--- config.mk ---
export PLATFORM = sky130hd
export DESIGN_NAME = inst_trace_ring_flat
export DESIGN_NICKNAME = d
export VERILOG_FILES = /design/src/rtl/inst_trace_ring_if.sv /design/src/rtl/inst_trace_ring.sv /design/src/flat_wrapper.sv
export SDC_FILE = /design/constraint.sdc
export NUM_CORES = 1
export LEC_CHECK = 0
export ABC_CLOCK_PERIOD_IN_PS = 8000
export CAP_MARGIN = 10
export CORE_ASPECT_RATIO = 1.5
export CORE_MARGIN = 2
export CORE_UTILIZATION = 40
export CTS_BUF_LIST = sky130_fd_sc_hd__clkbuf_4 sky130_fd_sc_hd__clkbuf_8
export DETAILED_ROUTE_END_ITERATION = 6
export PLACE_DENSITY = 0.54
export SKIP_LAST_GASP = 1
export SYNTH_ARGS = -nofsm -noshare
export SYNTH_HDL_FRONTEND = slang
export SYNTH_SLANG_ARGS = --single-unit
--- constraint.sdc ---
create_clock -name clock -period 8 [get_ports clock]
set_input_delay 0.8 -clock clock [delete_from_list [all_inputs] [get_ports clock]]
set_output_delay 0.8 -clock clock [all_outputs]
set_load 0.02 [all_outputs]
--- src/rtl/inst_trace_ring_if.sv ---
// Commit-trace ring bus: commit-side inputs, host drain handshake, status and debug state.
// Drain handshake: a record moves on a rising edge where out_valid=1 and out_ready=1; while out_valid=1 and out_ready=0 all out_* hold.
interface inst_trace_ring_if #(
  parameter int DEPTH = 16
) ();
  localparam int CW = $clog2(DEPTH) + 1;

  logic [31:0]   in_inst;
  logic [63:0]   in_dnpc;
  logic          in_kill;
  logic          in_invalid;
  logic          in_en;
  logic          dump_req;
  logic          out_valid;
  logic          out_ready;
  logic [31:0]   out_inst;
  logic [63:0]   out_dnpc;
  logic          out_invalid;
  logic          out_last;
  logic          frozen;
  logic [CW-1:0] count;
  logic [1:0]    dbg_state;

  modport master (
    output in_inst, in_dnpc, in_kill, in_invalid, in_en, dump_req, out_ready,
    input  out_valid, out_inst, out_dnpc, out_invalid, out_last, frozen, count, dbg_state
  );

  modport slave (
    input  in_inst, in_dnpc, in_kill, in_invalid, in_en, dump_req, out_ready,
    output out_valid, out_inst, out_dnpc, out_invalid, out_last, frozen, count, dbg_state
  );
endinterface

--- src/rtl/inst_trace_ring.sv ---
// Ring buffer of the last DEPTH committed instructions; freezes on dump or illegal
// instruction and drains oldest-first over a valid/ready handshake.
module inst_trace_ring #(
  parameter int DEPTH = 16
) (
  input  logic             clock,
  input  logic             reset,
  inst_trace_ring_if.slave bus
);
  localparam int AW = $clog2(DEPTH);
  localparam int CW = $clog2(DEPTH) + 1;
  localparam logic [CW-1:0] FULL = CW'(DEPTH);

  typedef enum logic [1:0] {
    RECORD = 2'd0,
    DRAIN  = 2'd1,
    DONE   = 2'd2
  } state_t;

  state_t state, state_next;

  logic [31:0]      mem_inst [DEPTH];
  logic [63:0]      mem_dnpc [DEPTH];
  logic [DEPTH-1:0] mem_inv;

  logic [AW-1:0] wr_ptr, rd_ptr, wr_ptr_wr;
  logic [CW-1:0] count, count_wr;
  logic          wr_en, trigger, xfer;

  // wr_ptr_wr/count_wr are the post-write values, so a triggering commit is part of the drain.
  always_comb begin
    wr_en     = (state == RECORD) && bus.in_en && !bus.in_kill;
    trigger   = (state == RECORD) && (bus.dump_req || (wr_en && bus.in_invalid));
    xfer      = (state == DRAIN) && bus.out_ready;
    wr_ptr_wr = wr_en ? wr_ptr + AW'(1) : wr_ptr;
    count_wr  = (wr_en && (count != FULL)) ? count + CW'(1) : count;
  end

  always_comb begin
    state_next = state;
    case (state)
      RECORD: if (trigger) state_next = (count_wr != '0) ? DRAIN : DONE;
      DRAIN:  if (xfer && (count == CW'(1))) state_next = DONE;
      DONE:   state_next = DONE;
      default: state_next = RECORD;
    endcase
  end

  always_ff @(posedge clock or posedge reset) begin
    if (reset) state <= RECORD;
    else       state <= state_next;
  end

  always_ff @(posedge clock or posedge reset) begin
    if (reset) begin
      wr_ptr <= '0;
      rd_ptr <= '0;
      count  <= '0;
    end else begin
      case (state)
        RECORD: begin
          wr_ptr <= wr_ptr_wr;
          count  <= count_wr;
          // When full, the low bits of count are zero and the oldest entry sits at wr_ptr_wr.
          if (trigger) rd_ptr <= wr_ptr_wr - count_wr[AW-1:0];
        end
        DRAIN: begin
          if (xfer) begin
            rd_ptr <= rd_ptr + AW'(1);
            count  <= count - CW'(1);
          end
        end
        default: ;
      endcase
    end
  end

  // Storage is deliberately unreset; count=0 keeps stale entries from ever being shown.
  always_ff @(posedge clock) begin
    if (wr_en) begin
      mem_inst[wr_ptr] <= bus.in_inst;
      mem_dnpc[wr_ptr] <= bus.in_dnpc;
      mem_inv[wr_ptr]  <= bus.in_invalid;
    end
  end

  always_comb begin
    bus.out_valid   = (state == DRAIN);
    bus.out_last    = (state == DRAIN) && (count == CW'(1));
    bus.frozen      = (state != RECORD);
    bus.count       = count;
    bus.dbg_state   = state;
    bus.out_inst    = bus.out_valid ? mem_inst[rd_ptr] : '0;
    bus.out_dnpc    = bus.out_valid ? mem_dnpc[rd_ptr] : '0;
    bus.out_invalid = bus.out_valid ? mem_inv[rd_ptr]  : 1'b0;
  end
endmodule

--- src/flat_wrapper.sv ---
// flat-port wrapper written by rule: the top's interface ports become plain ports
module inst_trace_ring_flat 
#(
  parameter int DEPTH = 16
)
  (clock, reset, bus_in_inst, bus_in_dnpc, bus_in_kill, bus_in_invalid, bus_in_en, bus_dump_req, bus_out_ready, bus_out_valid, bus_out_inst, bus_out_dnpc, bus_out_invalid, bus_out_last, bus_frozen, bus_count, bus_dbg_state);
  inst_trace_ring_if #(.DEPTH(DEPTH)) bus_i ();
  input  logic clock;
  input  logic reset;
  input wire logic [$bits(bus_i.in_inst)-1:0] bus_in_inst;
  input wire logic [$bits(bus_i.in_dnpc)-1:0] bus_in_dnpc;
  input wire logic [$bits(bus_i.in_kill)-1:0] bus_in_kill;
  input wire logic [$bits(bus_i.in_invalid)-1:0] bus_in_invalid;
  input wire logic [$bits(bus_i.in_en)-1:0] bus_in_en;
  input wire logic [$bits(bus_i.dump_req)-1:0] bus_dump_req;
  input wire logic [$bits(bus_i.out_ready)-1:0] bus_out_ready;
  output wire logic [$bits(bus_i.out_valid)-1:0] bus_out_valid;
  output wire logic [$bits(bus_i.out_inst)-1:0] bus_out_inst;
  output wire logic [$bits(bus_i.out_dnpc)-1:0] bus_out_dnpc;
  output wire logic [$bits(bus_i.out_invalid)-1:0] bus_out_invalid;
  output wire logic [$bits(bus_i.out_last)-1:0] bus_out_last;
  output wire logic [$bits(bus_i.frozen)-1:0] bus_frozen;
  output wire logic [$bits(bus_i.count)-1:0] bus_count;
  output wire logic [$bits(bus_i.dbg_state)-1:0] bus_dbg_state;
  assign bus_i.in_inst = bus_in_inst;
  assign bus_i.in_dnpc = bus_in_dnpc;
  assign bus_i.in_kill = bus_in_kill;
  assign bus_i.in_invalid = bus_in_invalid;
  assign bus_i.in_en = bus_in_en;
  assign bus_i.dump_req = bus_dump_req;
  assign bus_i.out_ready = bus_out_ready;
  assign bus_out_valid = bus_i.out_valid;
  assign bus_out_inst = bus_i.out_inst;
  assign bus_out_dnpc = bus_i.out_dnpc;
  assign bus_out_invalid = bus_i.out_invalid;
  assign bus_out_last = bus_i.out_last;
  assign bus_frozen = bus_i.frozen;
  assign bus_count = bus_i.count;
  assign bus_dbg_state = bus_i.dbg_state;
  inst_trace_ring #(.DEPTH(DEPTH)) u_core (.clock(clock), .reset(reset), .bus(bus_i));
endmodule
==> metrics.csv, run 1 <==
stage,metric,value,unit
pwr,P_leak,20.9,nW
floorplan,Die Area,0.152,sq mm
floorplan,Initial Utilization,40.2,%
synthesis,Syn. warnings,0,
setup_path,r2r setup slk,4.17,ns
cts,TritonCTS Sinks,1567,
route,DR vias/cell,5.60,
floorplan,Die Span Y,476,um
sta,final hold viol count,0,
floorplan,Placeable Area,0.148,sq mm
finish,share of cells above drive strength 1,26.6,%
synthesis,Post-synth EDFFs,1552,
status,status,"complete, no violations",
sta,hold slack,0.307,ns
cts,Worst-path clk slew,0.07,ns
placed_design,number of port buffers,209,
run,Max-cap violations,0,
synthesis,synth top area cells,"edfxtp_1 78%, mux4_2 15%, a22oi_1 2.5%, a21oi_1 0.88%, dfrtp_1 0.63%",
sta,Worst Skew,0.0315,ns
synthesis,Post-Syn Area per Cell,23.4,sq um
setup_path,critical path class,reg2out,
route,detailed router's first-iteration violation count,2431,
sta,fmax,184,MHz
setup_path,FF-to-FF Start,u_core.bus.dbg_state[1]$_DFFE_PP0P_,
finish,layout overhead on the synthesized area,14.8,%
sta,minimum clock period,5.43,ns
cts,clock buffer depth,3,
route,post-detailed-route wirelength per cell,29.3,um
cts,H-tree level count,4,
global_route,total track usage,19.5,%
global_route,pin count of the biggest net entering global routing,149,
setup_path,crit path DAT,4.63,ns
synthesis,Synth Cell Area,0.0594,sq mm
floorplan,Cell Rows,173,
synthesis,Yosys cell types,45,
cts,CTS root buf,clkbuf_8,
global_route,first-pass GRT wire length,211,mm
route,Pre-Repair DR Iteration Count,5,
synthesis,register area share after synthesis,79.1,%
finish,fin nets,2990,
synthesis,Synth Register Bits,1567,
cts,number of gates resized after cts,0,
setup_path,CP Capture Type,primary output,
sta,Slew Limit Headroom,24.8,%
sta,Slew Limit Fails,0,
synthesis,Syn Nets,2657,
route,highest routed layer,met5,
route,WL met1,58.2,mm
cts,worst skew pair latency,0.93,ns
route,number of remaining DRC errors,0,
route,antenna-violating nets left,0,
global_route,vias in the first global route,30455,
sta,period utilization,67.9,%
placed_design,GP Congestion,0.742,
sta,worst slew pin tran,1.13,ns
floorplan,chip width,319,um
setup_path,WP data required,7.20,ns
cts,clock buffer count from CTS,222,
route,Met3 Wirelength,8.61,mm
pwr,PwrDens,224,mW/mm^2
setup_path,FF-to-FF path depth,7,
pwr,maximum vdd drop,0.000175,V
cts,Post-CTS Setup Inserts,0,
global_route,grt ovf,0,
setup_path,CP Max Fanout,61,
synthesis,"area leader, netlist",edfxtp_1,
cts,CTS tree,built,
setup_path,Critical R2R Capture,u_core.mem_dnpc[7][32]$_DFFE_PP_,
global_route,antenna violations before repair,25,
setup_path,Worst setup SP type,flip-flop,
synthesis,Synth Instances,2538,
synthesis,"FFs w/ async S/R, synth",0.957,%
placed_design,HPWL after DPL,70.4,mm
cts,Post-CTS Hold Buffers,0,
floorplan,I/O pin total,210,
route,met2 wire len,75.9,mm
min_path,HP Class,in2async,
synthesis,post-synth top area share,78.5,%
synthesis,Synth Flop Type,edfxtp_1,
route,DRT Wirelength,146,mm
finish,Filler cells,12243,
sta,RSZ-0062 raised after global routing,no,
sta,Setup TNS Final,0,ns
route,via count,27967,
sta,Final setup viols,0,
==> flip-flops by register name (all words and copies together), names as in the netlist <==
register,count
u_core.mem_dnpc,1024
u_core.mem_inst,512
u_core.mem_inv,16
u_core.bus.count,5
u_core.rd_ptr,4
u_core.wr_ptr,4
u_core.bus.dbg_state,2
==> cells in the mapped netlist, types with 3 or more instances <==
cell type	number
nor3_1	6
nand2_1	14
clkbuf_1	43
buf_4	39
dfrtp_1	15
xnor2_1	13
a31oi_1	3
buf_1	11
nand2b_1	4
inv_1	12
xor2_1	3
buf_2	54
a22oi_1	194
edfxtp_1	1552
a21o_1	3
nor2b_1	3
ha_1	15
nand3_1	4
a21oi_1	104
nor2_1	20
o21ai_0	9
nand3b_1	3
mux4_2	388
nor4_1	3
==> power breakdown <==
| group | leakage (nW) | internal (mW) | total, mW | switching, mW |
|---|---|---|---|---|
| clock network | 2.31 | 3.12 | 6.10 | 2.97 |
| registers | 14.1 | 9.02 | 9.02 | 0 |
| logic | 4.44 | 0.0441 | 0.149 | 0.105 |
| total | 20.9 | 12.2 | 15.3 | 3.08 |
==> area by class of cell <==
cell class                      count  area [sq um]  area share (%)
Clock inverter                    119           696            1.02
Tap cell                         1925          2410            3.53
Sequential cell                  1567         47000            68.9
Timing Repair Buffer              258          2690            3.94
Antenna cell                        6          15.0          0.0220
Inverter                           13          51.3          0.0752
Multi-Input combinational cell    809         11700            17.2
Clock buffer                      296          3630            5.32
==> logic make-up after synthesis <==
logic type,after synthesis,synth area share [%]
XOR/XNOR,16,0.236
AO/OA/AOI/OAI,323,3.61
multiplexers,389,14.7
flip-flops,1567,79.1
buffers and inverters,162,1.41
adder cells (fa/ha/maj),16,0.350
AND/OR/NAND/NOR,65,0.542
==> routing by layer <==
metal  up-vias  GRT usage, %
met1     15220          24.2
met4        32          6.31
met2       816          33.9
met5         -             0
li1      11651             -
met3       248          4.26
==> critical path: stages (launching register included) <==
cell             delay (ns)
dfrtp_4                0.77
buf_12                 0.50
buf_4                  0.72
mux4_2                 0.36
a22oi_1                0.09
a21oi_1                0.51
clkdlybuf4s50_1        0.72
==> worst max path at each step <==
stage / from / to / slack, ns
after floorplan: bus_in_kill / u_core.mem_dnpc[15][0]$_DFFE_PP_ / 1.98
after global placement: u_core.rd_ptr[0]$_DFFE_PP0P_ / bus_out_inst[21] / 3.39
after detailed placement: u_core.rd_ptr[0]$_DFFE_PP0P_ / bus_out_inst[21] / 3.34
after CTS: u_core.rd_ptr[0]$_DFFE_PP0P_ / bus_out_inst[21] / 2.27
after global routing: u_core.rd_ptr[0]$_DFFE_PP0P_ / bus_out_inst[21] / 2.22
final: u_core.rd_ptr[0]$_DFFE_PP0P_ / bus_out_inst[21] / 2.57
==> per-stage QoR <==
step / instances / setup slack (ns) / utilization [%] / instance area, sq um / power (mW)
3_3_place_gp: 4572 / 3.39 / 43.2 / 63900 / 9.33
5_1_grt: 4991 / 2.22 / 46.1 / 68200 / 15.8
3_5_place_dp: 4572 / 3.34 / 43.2 / 63900 / 9.34
2_1_floorplan: 2538 / 1.98 / - / 59400 / 9.20
6_report: 4993 / 2.57 / 46.1 / 68200 / 15.3
4_1_cts: 4987 / 2.27 / 46.1 / 68200 / 15.5
==> layout by cell type (no fill, tap or decap), drive strengths merged, types with 10 or more instances in the layout <==
cell           netlist  layout
a21oi              104     104
nand2               14      14
ha                  15      15
inv                 13      18
o21ai               10      10
edfxtp            1552    1552
clkdlybuf4s50        0     209
mux4               388     388
clkbuf              43     296
clkinv               0     104
a22oi              194     194
nor2                21      21
xnor2               13      13
buf                106      49
dfrtp               15      15
Power figures use the tool's default switching activity.
==> run 2: changes to the inputs <==
- ABC_CLOCK_PERIOD_IN_PS: 8000 -> 5200
- PLACE_DENSITY: 0.54 -> 0.52
- clock period: 8 -> 5.2 ns (I/O delays scaled with it)
==> metrics.csv, run 2 (synthesis gave the netlist of run 1 again) <==
stage,metric,value,unit,change
sta,Final setup viols,0,,unchanged
pwr,Tot Pwr,23.9,mW,+56%
sta,Slew Limit Headroom,29.8,%,+4.9 points
finish,Largest register FFs,1024,,unchanged
finish,Largest regs,"u_core.mem_dnpc x1024, u_core.mem_inst x512, u_core.mem_inv x16",,
cts,CTS tree,built,,
setup_path,CP Max Fanout,62,,+1.6%
cts,Post-CTS Setup Inserts,0,,unchanged
global_route,total track usage,19.9,%,+0.49 points
pwr,maximum vdd drop,0.000287,V,+64%
pwr,PwrDens,347,mW/mm^2,+55%
sta,fmax,212,MHz,
placed_design,number of port buffers,209,,unchanged
route,DRT Wirelength,151,mm,+3.1%
floorplan,Placeable Area,0.148,sq mm,unchanged
setup_path,WP data required,4.68,ns,-2.52 ns
global_route,first-pass GRT wire length,216,mm,+2.4%
run,Max-cap violations,0,,unchanged
floorplan,Die Span Y,476,um,unchanged
global_route,vias in the first global route,30544,,+0.29%
floorplan,Cell Rows,173,,unchanged
finish,share of cells above drive strength 1,27.6,%,+0.91 points
cts,clock buffer count from CTS,228,,+2.7%
placed_design,GP Congestion,0.748,,+0.86%
route,antenna-violating nets left,0,,unchanged
route,via count,28383,,+1.5%
sta,Worst Skew,0.0351,ns,+0.00369 ns
setup_path,crit path DAT,4.20,ns,-0.43 ns
route,DR vias/cell,5.65,,+0.92%
cts,TritonCTS Sinks,1567,,unchanged
global_route,antenna violations before repair,18,,-28%
floorplan,Initial Utilization,40.2,%,unchanged
setup_path,CP Capture Type,primary output,,
cts,Worst-path clk slew,0.07,ns,about the same
pwr,P_leak,21.2,nW,+1.5%
setup_path,Worst setup SP type,flip-flop,,
floorplan,chip width,319,um,unchanged
finish,"most common cell after layout, fill and taps aside",edfxtp_1,,
sta,period utilization,90.7,%,
cts,H-tree level count,4,,unchanged
cts,CTS root buf,clkbuf_8,,
placed_design,HPWL after DPL,75.7,mm,+7.6%
status,status,"complete, no violations",,
route,number of remaining DRC errors,0,,unchanged
finish,layout overhead on the synthesized area,16.0,%,
sta,Slew Limit Fails,0,,unchanged
global_route,pin count of the biggest net entering global routing,84,,-44%
sta,final hold viol count,0,,unchanged
global_route,grt ovf,0,,unchanged
sta,RSZ-0062 raised after global routing,no,,
finish,"commonest cells after routing, fill and taps aside","1552 x edfxtp_1, 388 x mux4_2, 233 x clkbuf_8",,
floorplan,I/O pin total,210,,unchanged
route,Pre-Repair DR Iteration Count,7,,+2
sta,minimum clock period,4.72,ns,
finish,fin nets,3027,,+1.2%
cts,worst skew pair latency,0.94,ns,about the same
setup_path,critical path class,reg2out,,
route,detailed router's first-iteration violation count,2738,,+13%
min_path,HP Class,in2reg,,
route,post-detailed-route wirelength per cell,30.0,um,+2.5%
cts,clock buffer depth,3,,unchanged
sta,worst slew pin tran,1.05,ns,-0.0766 ns
floorplan,Die Area,0.152,sq mm,unchanged
finish,Largest Register,u_core.mem_dnpc,,
sta,hold slack,0.425,ns,+0.118 ns
## run 2: changes by cell type in the layout (fill, tap and decap cells not counted), moves of 2 or more
cell        change
buf_12         +20
buf_4          +10
clkbuf_8        +8
clkinv_1        -8
clkinv_2        -8
bufinv_16       +5
clkinvlp_4      +2
inv_8           -2
## run 2: power breakdown
part	leakage (nW)	switching [mW]	internal, mW	total, mW
sequential	14.1	0	13.9	13.9
clock	2.39	4.59	5.16	9.76
combinational	4.67	0.162	0.0683	0.230
## run 2: layout make-up
| cell class | count | area, sq um |
|---|---|---|
| diodes | 5 | 12.5 |
| clock buffers | 305 | 3750 |
| clock inverters | 108 | 768 |
| fillers | 12223 | 79000 |
| inverters | 13 | 51.3 |
| multi-input cells | 809 | 11700 |
| flip-flops and latches | 1567 | 47000 |
| well taps | 1925 | 2410 |
| repair buffers | 289 | 3170 |
## run 2: final timing paths
kind / from / end / slack, ns / depth (start not counted)
setup / recovery: u_core.rd_ptr[2]$_DFFE_PP0P_ / bus_out_dnpc[15] / 0.48 / 6
hold reg to reg: u_core.bus.dbg_state[1]$_DFFE_PP0P_ / u_core.bus.dbg_state[1]$_DFFE_PP0P_ / 0.57 / 2
hold / removal: bus_out_ready / u_core.bus.count[2]$_DFFE_PP0P_ / 0.43 / 5
min in group asynchronous: reset / u_core.bus.dbg_state[0]$_DFFE_PP0P_ / 0.55 / 3
setup reg to reg: u_core.bus.dbg_state[0]$_DFFE_PP0P_ / u_core.mem_dnpc[15][56]$_DFFE_PP_ / 1.89 / 6
max in group asynchronous: reset / u_core.rd_ptr[0]$_DFFE_PP0P_ / 4.12 / 3
## run 2: repair_timing
item                                   CTS  global route
setup endpoints to repair                0             0
gates resized for setup                  0             0
hold buffers                             1             0
endpoints found under the hold margin   15             0
## run 2: metal layers
metal	part of all wire [%]	vias to the layer above	track usage, %
met3	5.5	230	4.08
li1	-	11726	-
met1	41	15539	25.4
met4	2.0	18	5.64
met2	52	870	34.7
met5	0.076	-	0
## run 2: worst max-delay path: stages (launching register included)
cell and delay [ns]:
dfrtp_4 0.90, buf_12 0.42, buf_4 0.30, mux4_2 0.31, a22oi_1 0.50, a21oi_1 0.17, clkdlybuf4s50_1 0.59
## run 2: per-stage QoR
| stage | cells | setup TNS (ns) | worst slack, ns | area (sq um) | util, % |
|---|---|---|---|---|---|
| 3_3_place_gp | 4602 | 0 | 1.46 | 64300 | 43.5 |
| 3_5_place_dp | 4602 | 0 | 1.46 | 64300 | 43.5 |
| 4_1_cts | 5016 | 0 | 0.373 | 68900 | 46.6 |
| 5_1_grt | 5020 | 0 | 0.330 | 68900 | 46.6 |
| 2_1_floorplan | 2538 | -958.34 | -0.770 | 59400 | - |
| 6_report | 5021 | 0 | 0.484 | 68900 | 46.6 |
